[config.mk]
export PLATFORM = sky130hd
export DESIGN_NAME = axi_rd_burst_split
export DESIGN_NICKNAME = d
export VERILOG_FILES = /design/src/rtl/axi_split_pkg.sv /design/src/rtl/axi_rd_burst_split.sv
export SDC_FILE = /design/constraint.sdc
export NUM_CORES = 1
export LEC_CHECK = 0
export BUFFER_PORTS_ARGS = -buffer_cell sky130_fd_sc_hd__buf_2
export CELL_PAD_IN_SITES_DETAIL_PLACEMENT = 1
export CELL_PAD_IN_SITES_GLOBAL_PLACEMENT = 2
export CORE_UTILIZATION = 27
export CTS_CLUSTER_DIAMETER = 200
export DETAILED_ROUTE_END_ITERATION = 6
export PLACE_DENSITY = 0.89
export SYNTH_ARGS = -nofsm -noshare
export SYNTH_HDL_FRONTEND = slang
export SYNTH_SLANG_ARGS = --single-unit
[constraint.sdc]
create_clock -name clk -period 4.07 [get_ports clk]
set_input_delay 1.221 -clock clk [delete_from_list [all_inputs] [get_ports clk]]
set_output_delay 1.221 -clock clk [all_outputs]
set_load 0.01 [all_outputs]
[src/rtl/axi_split_pkg.sv]
// Shared types for the AXI read burst splitter: burst encodings, FSM states and
// the sub-burst length helper used by the AR generator.
package axi_split_pkg;

  localparam int AXI_LEN_W  = 8;
  localparam int AXI_SIZE_W = 3;

  localparam logic [1:0] BURST_FIXED = 2'b00;
  localparam logic [1:0] BURST_INCR  = 2'b01;
  localparam logic [1:0] BURST_WRAP  = 2'b10;

  typedef enum logic [1:0] {
    IDLE   = 2'd0,
    ISSUE  = 2'd1,
    WAIT_R = 2'd2
  } split_state_e;

  // AXI len of the next sub-burst: INCR is capped at max_beats, FIXED/WRAP keep the original len.
  function automatic logic [AXI_LEN_W-1:0] sub_len(
    input logic [AXI_LEN_W:0]   rem,
    input logic [1:0]           burst,
    input logic [AXI_LEN_W-1:0] orig_len,
    input logic [AXI_LEN_W:0]   max_beats
  );
    logic [AXI_LEN_W:0] beats;
    logic [AXI_LEN_W:0] len_w;
    if (burst != BURST_INCR) begin
      sub_len = orig_len;
    end else begin
      beats   = (rem > max_beats) ? max_beats : rem;
      len_w   = beats - 9'd1;
      sub_len = len_w[AXI_LEN_W-1:0];
    end
  endfunction

endpackage

[src/rtl/axi_rd_burst_split.sv]
// Splits long INCR read bursts into MAX_BEATS sub-bursts and re-merges the R beats
// into one upstream burst. Optional split counter: AXI_RD_BURST_SPLIT_STATS_EN.
module axi_rd_burst_split
  import axi_split_pkg::*;
#(
  parameter int ID_WIDTH   = 4,
  parameter int ADDR_WIDTH = 64,
  parameter int DATA_WIDTH = 64,
  parameter int USER_WIDTH = 1,
  parameter int MAX_BEATS  = 16
) (
  input  logic                  clk,
  input  logic                  rstn,
  input  logic [ID_WIDTH-1:0]   s_ar_id,
  input  logic [ADDR_WIDTH-1:0] s_ar_addr,
  input  logic [AXI_LEN_W-1:0]  s_ar_len,
  input  logic [AXI_SIZE_W-1:0] s_ar_size,
  input  logic [1:0]            s_ar_burst,
  input  logic                  s_ar_lock,
  input  logic [3:0]            s_ar_cache,
  input  logic [2:0]            s_ar_prot,
  input  logic [3:0]            s_ar_qos,
  input  logic [3:0]            s_ar_region,
  input  logic [USER_WIDTH-1:0] s_ar_user,
  input  logic                  s_ar_valid,
  output logic                  s_ar_ready,
  output logic [ID_WIDTH-1:0]   s_r_id,
  output logic [DATA_WIDTH-1:0] s_r_data,
  output logic [1:0]            s_r_resp,
  output logic                  s_r_last,
  output logic [USER_WIDTH-1:0] s_r_user,
  output logic                  s_r_valid,
  input  logic                  s_r_ready,
  output logic [ID_WIDTH-1:0]   m_ar_id,
  output logic [ADDR_WIDTH-1:0] m_ar_addr,
  output logic [AXI_LEN_W-1:0]  m_ar_len,
  output logic [AXI_SIZE_W-1:0] m_ar_size,
  output logic [1:0]            m_ar_burst,
  output logic                  m_ar_lock,
  output logic [3:0]            m_ar_cache,
  output logic [2:0]            m_ar_prot,
  output logic [3:0]            m_ar_qos,
  output logic [3:0]            m_ar_region,
  output logic [USER_WIDTH-1:0] m_ar_user,
  output logic                  m_ar_valid,
  input  logic                  m_ar_ready,
  input  logic [ID_WIDTH-1:0]   m_r_id,
  input  logic [DATA_WIDTH-1:0] m_r_data,
  input  logic [1:0]            m_r_resp,
  input  logic                  m_r_last,
  input  logic [USER_WIDTH-1:0] m_r_user,
  input  logic                  m_r_valid,
  output logic                  m_r_ready
`ifdef AXI_RD_BURST_SPLIT_STATS_EN
  ,
  output logic [31:0]           split_cnt
`endif
);

  localparam logic [AXI_LEN_W:0] MAX_BEATS_C = (AXI_LEN_W+1)'(MAX_BEATS);

  split_state_e          state_r;
  split_state_e          state_s;
  logic [ID_WIDTH-1:0]   req_id_r;
  logic [AXI_LEN_W-1:0]  req_len_r;
  logic [AXI_SIZE_W-1:0] req_size_r;
  logic [1:0]            req_burst_r;
  logic                  req_lock_r;
  logic [3:0]            req_cache_r;
  logic [2:0]            req_prot_r;
  logic [3:0]            req_qos_r;
  logic [3:0]            req_region_r;
  logic [USER_WIDTH-1:0] req_user_r;
  logic [ADDR_WIDTH-1:0] cur_addr_r;
  logic [AXI_LEN_W:0]    rem_beats_r;
  logic [AXI_LEN_W-1:0]  beat_cnt_r;
  logic [AXI_LEN_W-1:0]  sub_len_r;
  logic                  s_ar_ready_r;
  logic                  m_ar_valid_r;
  logic                  r_done_r;

  logic                  ar_hs_s;
  logic                  m_ar_hs_s;
  logic                  tracking_s;
  logic                  r_hs_s;
  logic                  beat_last_s;
  logic                  final_beat_s;
  logic [AXI_LEN_W:0]    sub_beats_s;
  logic [AXI_LEN_W:0]    rem_next_s;
  logic                  issue_done_s;
  logic [ADDR_WIDTH-1:0] addr_step_s;

  assign ar_hs_s      = s_ar_valid && s_ar_ready_r;
  assign m_ar_hs_s    = m_ar_valid_r && m_ar_ready;
  assign tracking_s   = (state_r != IDLE);
  assign r_hs_s       = m_r_valid && s_r_ready;
  assign beat_last_s  = (beat_cnt_r == req_len_r);
  assign final_beat_s = tracking_s && r_hs_s && beat_last_s && !r_done_r;
  assign sub_beats_s  = {1'b0, sub_len_r} + 9'd1;
  assign rem_next_s   = rem_beats_r - sub_beats_s;
  assign issue_done_s = m_ar_hs_s && (rem_next_s == 9'd0);
  assign addr_step_s  = ADDR_WIDTH'(sub_beats_s) << req_size_r;

  // Next state: the request retires only once every sub-burst is issued and the merged last beat is taken
  always_comb begin
    state_s = state_r;
    case (state_r)
      IDLE: begin
        if (ar_hs_s) state_s = ISSUE;
        else         state_s = IDLE;
      end
      ISSUE: begin
        if (issue_done_s) begin
          if (final_beat_s || r_done_r) state_s = IDLE;
          else                          state_s = WAIT_R;
        end else begin
          state_s = ISSUE;
        end
      end
      WAIT_R: begin
        if (final_beat_s || r_done_r) state_s = IDLE;
        else                          state_s = WAIT_R;
      end
      default: state_s = IDLE;
    endcase
  end

  // Request payload captured on upstream acceptance
  always_ff @(posedge clk) begin
    if (!rstn) begin
      req_id_r     <= '0;
      req_len_r    <= 8'd0;
      req_size_r   <= 3'd0;
      req_burst_r  <= 2'd0;
      req_lock_r   <= 1'b0;
      req_cache_r  <= 4'd0;
      req_prot_r   <= 3'd0;
      req_qos_r    <= 4'd0;
      req_region_r <= 4'd0;
      req_user_r   <= '0;
    end else if (ar_hs_s) begin
      req_id_r     <= s_ar_id;
      req_len_r    <= s_ar_len;
      req_size_r   <= s_ar_size;
      req_burst_r  <= s_ar_burst;
      req_lock_r   <= s_ar_lock;
      req_cache_r  <= s_ar_cache;
      req_prot_r   <= s_ar_prot;
      req_qos_r    <= s_ar_qos;
      req_region_r <= s_ar_region;
      req_user_r   <= s_ar_user;
    end
  end

  // FSM state, sub-burst address/length generator and merged-beat tracking
  always_ff @(posedge clk) begin
    if (!rstn) begin
      state_r      <= IDLE;
      s_ar_ready_r <= 1'b0;
      m_ar_valid_r <= 1'b0;
      cur_addr_r   <= '0;
      rem_beats_r  <= 9'd0;
      beat_cnt_r   <= 8'd0;
      sub_len_r    <= 8'd0;
      r_done_r     <= 1'b0;
    end else begin
      state_r      <= state_s;
      s_ar_ready_r <= (state_s == IDLE);
      if (ar_hs_s) begin
        cur_addr_r   <= s_ar_addr;
        rem_beats_r  <= {1'b0, s_ar_len} + 9'd1;
        sub_len_r    <= sub_len({1'b0, s_ar_len} + 9'd1, s_ar_burst, s_ar_len, MAX_BEATS_C);
        beat_cnt_r   <= 8'd0;
        r_done_r     <= 1'b0;
        m_ar_valid_r <= 1'b1;
      end else begin
        if (m_ar_hs_s) begin
          cur_addr_r   <= cur_addr_r + addr_step_s;
          rem_beats_r  <= rem_next_s;
          sub_len_r    <= sub_len(rem_next_s, req_burst_r, req_len_r, MAX_BEATS_C);
          m_ar_valid_r <= (rem_next_s != 9'd0);
        end
        // r_done_r covers data that completes before the last sub-burst is accepted
        if (tracking_s && r_hs_s && !r_done_r) begin
          beat_cnt_r <= beat_cnt_r + 8'd1;
          if (beat_last_s) r_done_r <= 1'b1;
        end
      end
    end
  end

`ifdef AXI_RD_BURST_SPLIT_STATS_EN
  logic        first_sub_r;
  logic [31:0] split_cnt_r;

  // Saturating count of sub-bursts beyond the first of each request
  always_ff @(posedge clk) begin
    if (!rstn) begin
      first_sub_r <= 1'b0;
      split_cnt_r <= 32'd0;
    end else begin
      if (ar_hs_s)        first_sub_r <= 1'b1;
      else if (m_ar_hs_s) first_sub_r <= 1'b0;
      if (m_ar_hs_s && !first_sub_r && (split_cnt_r != 32'hFFFF_FFFF)) begin
        split_cnt_r <= split_cnt_r + 32'd1;
      end
    end
  end

  assign split_cnt = split_cnt_r;
`endif

  assign s_ar_ready  = s_ar_ready_r;
  assign m_ar_valid  = m_ar_valid_r;
  assign m_ar_id     = req_id_r;
  assign m_ar_addr   = cur_addr_r;
  assign m_ar_len    = sub_len_r;
  assign m_ar_size   = req_size_r;
  assign m_ar_burst  = req_burst_r;
  assign m_ar_lock   = req_lock_r;
  assign m_ar_cache  = req_cache_r;
  assign m_ar_prot   = req_prot_r;
  assign m_ar_qos    = req_qos_r;
  assign m_ar_region = req_region_r;
  assign m_ar_user   = req_user_r;

  assign s_r_valid = m_r_valid;
  assign m_r_ready = s_r_ready;
  assign s_r_id    = m_r_id;
  assign s_r_data  = m_r_data;
  assign s_r_resp  = m_r_resp;
  assign s_r_user  = m_r_user;
  assign s_r_last  = tracking_s ? (m_r_last && beat_last_s) : m_r_last;

endmodule

==> results of run 1 <==
-- cell usage after synthesis (all sizes together) (3+ instances only) --
library cell | number | area (um^2)
a31oi | 18 | 112.6
buf | 86 | 616.8
a211o | 3 | 26.28
xnor2 | 67 | 586.8
nand2b | 7 | 43.79
nor2b | 6 | 37.54
o221ai | 3 | 26.28
a211oi | 24 | 185.2
nor4 | 3 | 18.77
or2 | 4 | 25.03
a21o | 9 | 67.56
nand4 | 27 | 175.2
o41ai | 3 | 33.79
and3 | 19 | 118.9
or3 | 9 | 56.30
nor4b | 4 | 41.29
o22ai | 5 | 31.28
a21oi | 134 | 674.4
dfxtp | 128 | 2562
ha | 30 | 375.4
o21a | 6 | 45.04
clkbuf | 57 | 214.0
mux2 | 4 | 45.04
and4 | 7 | 61.31
o211a | 3 | 30.03
nor3 | 12 | 60.06
a311oi | 6 | 52.55
o21ai | 83 | 419.2
mux2i | 10 | 100.1
and2 | 13 | 83.83
o31ai | 3 | 22.52
nand2 | 154 | 580.6
a2111oi | 20 | 281.5
inv | 18 | 67.56
nor2 | 61 | 229.0
nand3 | 46 | 230.2
o2111ai | 4 | 35.03
xor2 | 20 | 175.2
o211ai | 7 | 52.55
-- logic make-up (layout without fill, tap and decap cells) --
group	after synthesis	after routing
other	0	1
xor gates and xnor gates	88	88
and+or+nand+nor	379	379
muxes	14	14
adders and majority gates	32	32
DFF	128	128
buffers and inverters	163	289
AOI/OAI and AO/OA	346	346
-- what timing repair did --
action,CTS,global route
setup buffers,0,0
hold buffers,0,0
gates resized for setup,0,13
endpoints found under the setup margin,0,33
endpoints found under the hold margin,0,0
-- how the worst max path moves through the flow --
stage / depth (start not counted) / to / slack (ns)
2_1_floorplan: 17 / m_ar_addr[16] / 0.50
3_3_place_gp: 12 / m_ar_len[2] / 0.14
3_5_place_dp: 12 / m_ar_len[2] / 0.08
4_1_cts: 15 / m_ar_addr[59] / 0.09
5_1_grt: 16 / m_ar_addr[32] / -0.06
6_report: 16 / m_ar_addr[58] / 0.24
-- layout make-up --
cell class                      instances  share of cell area (%)
Timing Repair Buffer                  237                   12.19
Inverter                               20                  0.7113
Antenna cell                            1                 0.02371
Sequential cell                       128                   24.29
Multi-Input combinational cell        859                   51.94
Tap cell                              435                   5.157
Clock buffer                           17                   4.031
Clock inverter                         15                   1.660
-- metrics by stage --
stage	setup slack, ns	instance area [um^2]	setup TNS, ns	hold WS (ns)
2_1_floorplan	0.5000	8859	0	0.4587
3_3_place_gp	0.1402	9889	0	0.4391
3_5_place_dp	0.07592	9889	0	0.4465
4_1_cts	0.08692	10490	0	0.4548
5_1_grt	-0.05659	10550	-0.2122	0.4808
6_report	0.2364	10550	0	0.4499
-- flip-flops by register name, indices dropped and copies added (netlist names), 2 cells and up --
register     flops
state_r          2
m_ar_burst       2
m_ar_len         8
m_ar_qos         4
m_ar_id          4
m_ar_size        3
beat_cnt_r       8
m_ar_region      4
req_len_r        8
m_ar_addr       64
m_ar_prot        3
rem_beats_r      9
m_ar_cache       4
-- cells in the final DEF (no fill, tap or decap), types with 15 or more instances in the layout --
cell / synthesis / final
a31oi_1: 18 / 18
xor2_1: 20 / 17
buf_2: 10 / 207
clkbuf_16: 0 / 17
inv_1: 18 / 18
a2111oi_2: 14 / 15
a21oi_1: 133 / 133
dfxtp_1: 128 / 127
xnor2_1: 67 / 67
and3_1: 19 / 19
ha_1: 30 / 29
a211oi_1: 23 / 23
o21ai_0: 80 / 80
nand2_1: 153 / 151
buf_4: 73 / 28
nand4_1: 26 / 26
nor2_1: 61 / 60
nand3_1: 46 / 46
-- where the power goes --
part	total (uW)	internal (uW)	switching, uW
registers	1430	1340	96.3
clock network	1610	922	692
logic	853	340	513
total	3900	2600	1300
-- routing by layer --
layer	track usage (%)	vias up	part of all wire [%]
li1	-	4287	-
met4	6.867	0	2.1
met5	0	-	0
met3	4.031	47	4.8
met1	24.75	4379	46
met2	31.48	246	47
-- critical path, cell delays in order, from the launching register on --
cell and delay, ns:
dfxtp_1 0.33, and3_1 0.26, nand4_1 0.17, xor2_2 0.25, mux2_2 0.24, nor2_1 0.05, a21oi_1 0.20, a21oi_1 0.12
ha_1 0.40, and3_1 0.21, nand2_1 0.07, a21oi_2 0.24, o2111ai_2 0.18, buf_12 0.21, a2111oi_2 0.49, xnor2_1 0.17
a21oi_1 0.08
==> out/results.ini, run 1 <==
[yosys]
synth_cell_types = 73
synth-edff-count = 0
synth_mux_area_share_pct = 1.638
netlist_area_um2 = 8858
yosysWarnings = 0
synthArstFlopShare_pct = 0
ys_seq_area_share_pct = 28.93
syn_inst = 1150
synth-main-ff-cell = dfxtp_1
synth_top_family_by_area = compound AO/OA/AOI/OAI gates
syn-num-nets = 1358
synth_xor_area_share_pct = 8.856
ys_ff_latch = 128
synthSimpleGateAreaFrac_pct = 20.52
synth_compound_area_share_pct = 25.14
synth_fa_ha_area_share_pct = 4.689
avgSynthCellArea_um2 = 7.703

[routing]
wirelength_mm = 32.07
routed_via_density = 5.233
drt_pass1_iterations = 5
avgRoutedWirePerCell_um = 18.73
ant_nets = 0
vias = 8959
drtIter0Drc = 482
drc = 0

[floorplan]
ios = 350
core_um2 = 31880
num_rows = 65
die_w_um = 183.1
die_y_um = 183.1
die_area_um2 = 33540
start_util_pct = 27.79

[pwr]
pwr_density_cell_nw_per_um2 = 369.5
p_leak_uw = 0.004061
power_uw = 3900
vdd_ir_drop_max_mv = 0.2623

[cells_and_area]
stdcell_count = 1712
seq_area_um2 = 2564
drive_above_1_share_pct = 24.53
fill_cells = 3982
multiInputGateArea_um2 = 5482
syn_to_final_growth_pct = 19.14
fin_util_pct = 33.10
fin_nets = 1471

[worst_setup_path]
worstSetupPathType = reg2reg
cp.required_ns = 4.37
crit_fanout = 23
worst_setup_path_start_kind = flop
r2r_start = m_ar_len[4]
worst-r2r-cell-count = 16
rr_endpoint = m_ar_addr[58]
startpoint = m_ar_len[4]
regToRegSetupSlack_ns = 0.24
end_kind = flop
cp.arrival_ns = 4.13

[placement]
hpwl_mm = 24.16
portBuffers = 207
dp_cells = 1679
globalplace.congestion = 0.8559

[sta]
skew_ns = 0.01895
period_needed_ns = 3.834
slew_headroom_pct = 43.37
post-route-period-util_pct = 94.19
finalHoldViolCount = 0
tightest_slew_ns = 0.8430
grt_setup_unrepaired = yes
timing.fmax_mhz = 260.9
setup_violations = 0
maxSlewViolCount = 0

[clocking]
cts_tree = yes
cts.reportedPaths.clkPinSlew_ns = 0.07
tritoncts.num_buffers = 17
cts_max_level = 4
clockRootBuffer = clkbuf_16
clk_latency_ns = 0.44
clock_path_buffers = 2
numClockSinks = 128

[hold_path]
hold_path.startpoint = m_ar_id[0]
whs_endpoint = m_ar_id[0]
hold_class = reg2reg
hold_depth = 2

[grt]
grt_pass1_wl_mm = 50.85
grt_start_max_net_pins = 64
antenna_found_initial = 1
grt_overflow = 0
grt_pass1_vias = 9292
grtUsageTotal_pct = 19.19

[run]
maxCapViolCount = 0

[run_status]
run_status = finished clean

Note: power is estimated with default switching activity, not from simulation.
==> run 2, diff against run 1 <==
CTS_BUF_LIST = sky130_fd_sc_hd__clkbuf_4   (was unset)
==> run 2 against run 1 <==
Against the previous run:
- register-to-register slack about the same
- first-iteration DRC count fell by 10%
- combinational power is essentially flat
- non-clock buffer count unchanged
- worst hold slack improved by 0.0081 ns
- sequential share of layout area rose by 0.63 points
- clock power shrank 38%
- worst setup slack better by 0.0029 ns
- final area decreased by 2.6%
- routed wire length shrank 1.1%
- sequential power barely moved
- global-route usage shrank 0.17 points
- highest routed layer unchanged
==> out/results.ini, run 2 (synthesis gave the netlist of run 1 again) <==
[run_status]
run_status = finished clean

[grt]
grtUsageMet1_pct = 24.55  ; -0.20 points
grt_pass1_vias = 9244  ; -0.52%
busiest_layer = met2
grt_overflow = 0  ; unchanged
grt_start_max_net_pins = 64  ; unchanged
use_met2_pct = 31.07  ; -0.41 points
grtUsageTotal_pct = 19.03  ; -0.17 points
antenna_found_initial = 1  ; unchanged
grt_use_met3_pct = 4.011  ; -0.020 points
grt_pass1_wl_mm = 50.36  ; -0.98%

[sta]
maxSlewViolCount = 0  ; unchanged
skew_ns = 0.03355  ; +0.01460 ns
finalHoldViolCount = 0  ; unchanged
period_needed_ns = 3.831  ; -0.002935 ns
post-route-period-util_pct = 94.12  ; about the same
slew_headroom_pct = 44.26  ; +0.89 points
setup_ws_ns = 0.2394  ; +0.002935 ns
timing.fmax_mhz = 261.1  ; about the same
setup_violations = 0  ; unchanged
tightest_slew_ns = 0.8297  ; -0.01329 ns

[clocking]
clockRootBuffer = clkbuf_4
post_cts_buffers = 0  ; unchanged
cts_max_level = 4  ; unchanged
tritoncts.num_buffers = 17  ; unchanged
cts_resized = 0  ; unchanged
ctsHoldBuffers = 0  ; unchanged
clock_path_buffers = 2  ; unchanged
cts.reportedPaths.clkPinSlew_ns = 0.15  ; +0.08 ns
cts_tree = yes
clk_latency_ns = 0.59  ; +0.15 ns
numClockSinks = 128  ; unchanged

[floorplan]
num_rows = 65  ; unchanged
die_w_um = 183.1  ; unchanged
ios = 350  ; unchanged
start_util_pct = 27.79  ; unchanged
die_area_um2 = 33540  ; unchanged
core_um2 = 31880  ; unchanged
die_y_um = 183.1  ; unchanged

[placement]
hpwl_mm = 24.16  ; unchanged
dp_cells = 1679  ; unchanged
globalplace.congestion = 0.8559  ; unchanged
preCtsSetupSlack_ns = 0.07592  ; unchanged
portBuffers = 207  ; unchanged

[run]
maxCapViolCount = 0  ; unchanged

[pwr]
vdd_ir_drop_max_mv = 0.1931  ; -26%
pwr_density_cell_nw_per_um2 = 319.3  ; -14%
p_leak_uw = 0.003934  ; -3.1%
power_uw = 3283  ; -16%

[cells_and_area]
fill_cells = 4008  ; +0.65%
most-common-layout-cells = 207 x buf_2, 151 x nand2_1, 133 x a21oi_1
final_common_cell = buf_2
stdcell_count = 1712  ; unchanged
seq_area_um2 = 2562  ; about the same
fin_nets = 1471  ; unchanged
multiInputGateArea_um2 = 5507  ; +0.46%
syn_to_final_growth_pct = 16.09
drive_above_1_share_pct = 24.61  ; +0.078 points
largest_register_ffs = 64  ; unchanged
fin_util_pct = 32.26  ; -0.85 points

[worst_setup_path]
worst-r2r-cell-count = 14  ; -2
cp.required_ns = 4.52  ; +0.15 ns
slowest_delay_ns = 0.58  ; +0.09 ns
crit_fanout = 14  ; -39%
rr_endpoint = m_ar_addr[61]
slowest_stage = dfxtp_1
path_cells = nand4_1 -> xor2_2 -> mux2_2 -> nor2_1 -> a21oi_1 -> a21oi_1 -> ha_1 -> nand3_1 -> a2111oi_4 -> o21ai_4 -> buf_12 -> a2111oi_2 -> xnor2_1 -> a21oi_1
startpoint = m_ar_len[6]
r2r_start = m_ar_len[6]
worst_setup_path_start_kind = flop
worstSetupPathType = reg2reg
cp_common_cell = a21oi_1
end_kind = flop
cp.arrival_ns = 4.28  ; +0.15 ns
regToRegSetupSlack_ns = 0.24  ; about the same

[routing]
ant_nets = 0  ; unchanged
drt_pass1_iterations = 5  ; unchanged
routed_via_density = 5.203  ; -0.58%
wirelength_mm = 31.72  ; -1.1%
vias = 8907  ; -0.58%
avgRoutedWirePerCell_um = 18.53  ; -1.1%
drtIter0Drc = 432  ; -10%
drc = 0  ; unchanged

[hold_path]
whs_endpoint = m_ar_id[0]
hold_class = reg2reg
hold_depth = 2  ; unchanged
hold_path.startpoint = m_ar_id[0]

-- run 2: cell counts in the layout (fill, tap and decap cells not counted) --
Identical to the previous run, type by type.
-- run 2: how the worst max path moves through the flow --
stage / end / slack [ns] / cells after the start
floorplan: m_ar_addr[16] / 0.50 / 17
global placement: m_ar_len[2] / 0.14 / 12
detailed placement: m_ar_len[2] / 0.08 / 12
CTS: m_ar_addr[61] / 0.09 / 15
global route: m_ar_addr[36] / -0.01 / 16
finish: m_ar_addr[61] / 0.24 / 14
-- run 2: power breakdown --
group	total [uW]	internal [uW]	switching [uW]	leakage (uW)
Sequential	1430	1340	95.8	0.00105
Clock	998	383	615	0.000148
Combinational	854	341	513	0.00274
-- run 2: through the flow --
stage	instance area (um^2)	hold WS (ns)	TNS (ns)
floorplan	8859	0.4587	0
global placement	9889	0.4391	0
detailed placement	9889	0.4465	0
CTS	10190	0.4639	0
global route	10280	0.4898	-0.02376
finish	10280	0.4580	0
-- run 2: per-layer routing --
layer	vias to the layer above	part of all wire [%]
li1	4290	-
met1	4330	46
met2	239	47
met3	48	4.8
met4	0	2.3
met5	-	0
-- run 2: area by class of cell --
cell class	count	share of cell area [%]
multi-input combinational	859	53.55
sequential	128	24.92
timing repair buffer	237	12.54
tap	435	5.293
clock inverter	15	1.703
clock buffer	17	1.241
inverter	20	0.7300
antenna	1	0.02433
-- run 2: worst max-delay path: cells and delay by family, from the launching register on --
kind            cells  cell delay (ns)
compound gates      6             1.42
xor+xnor            2             0.41
fa+ha+maj           1             0.40
buf+inv             1             0.19
flops               1             0.58
mux                 1             0.24
simple gates        3             0.44
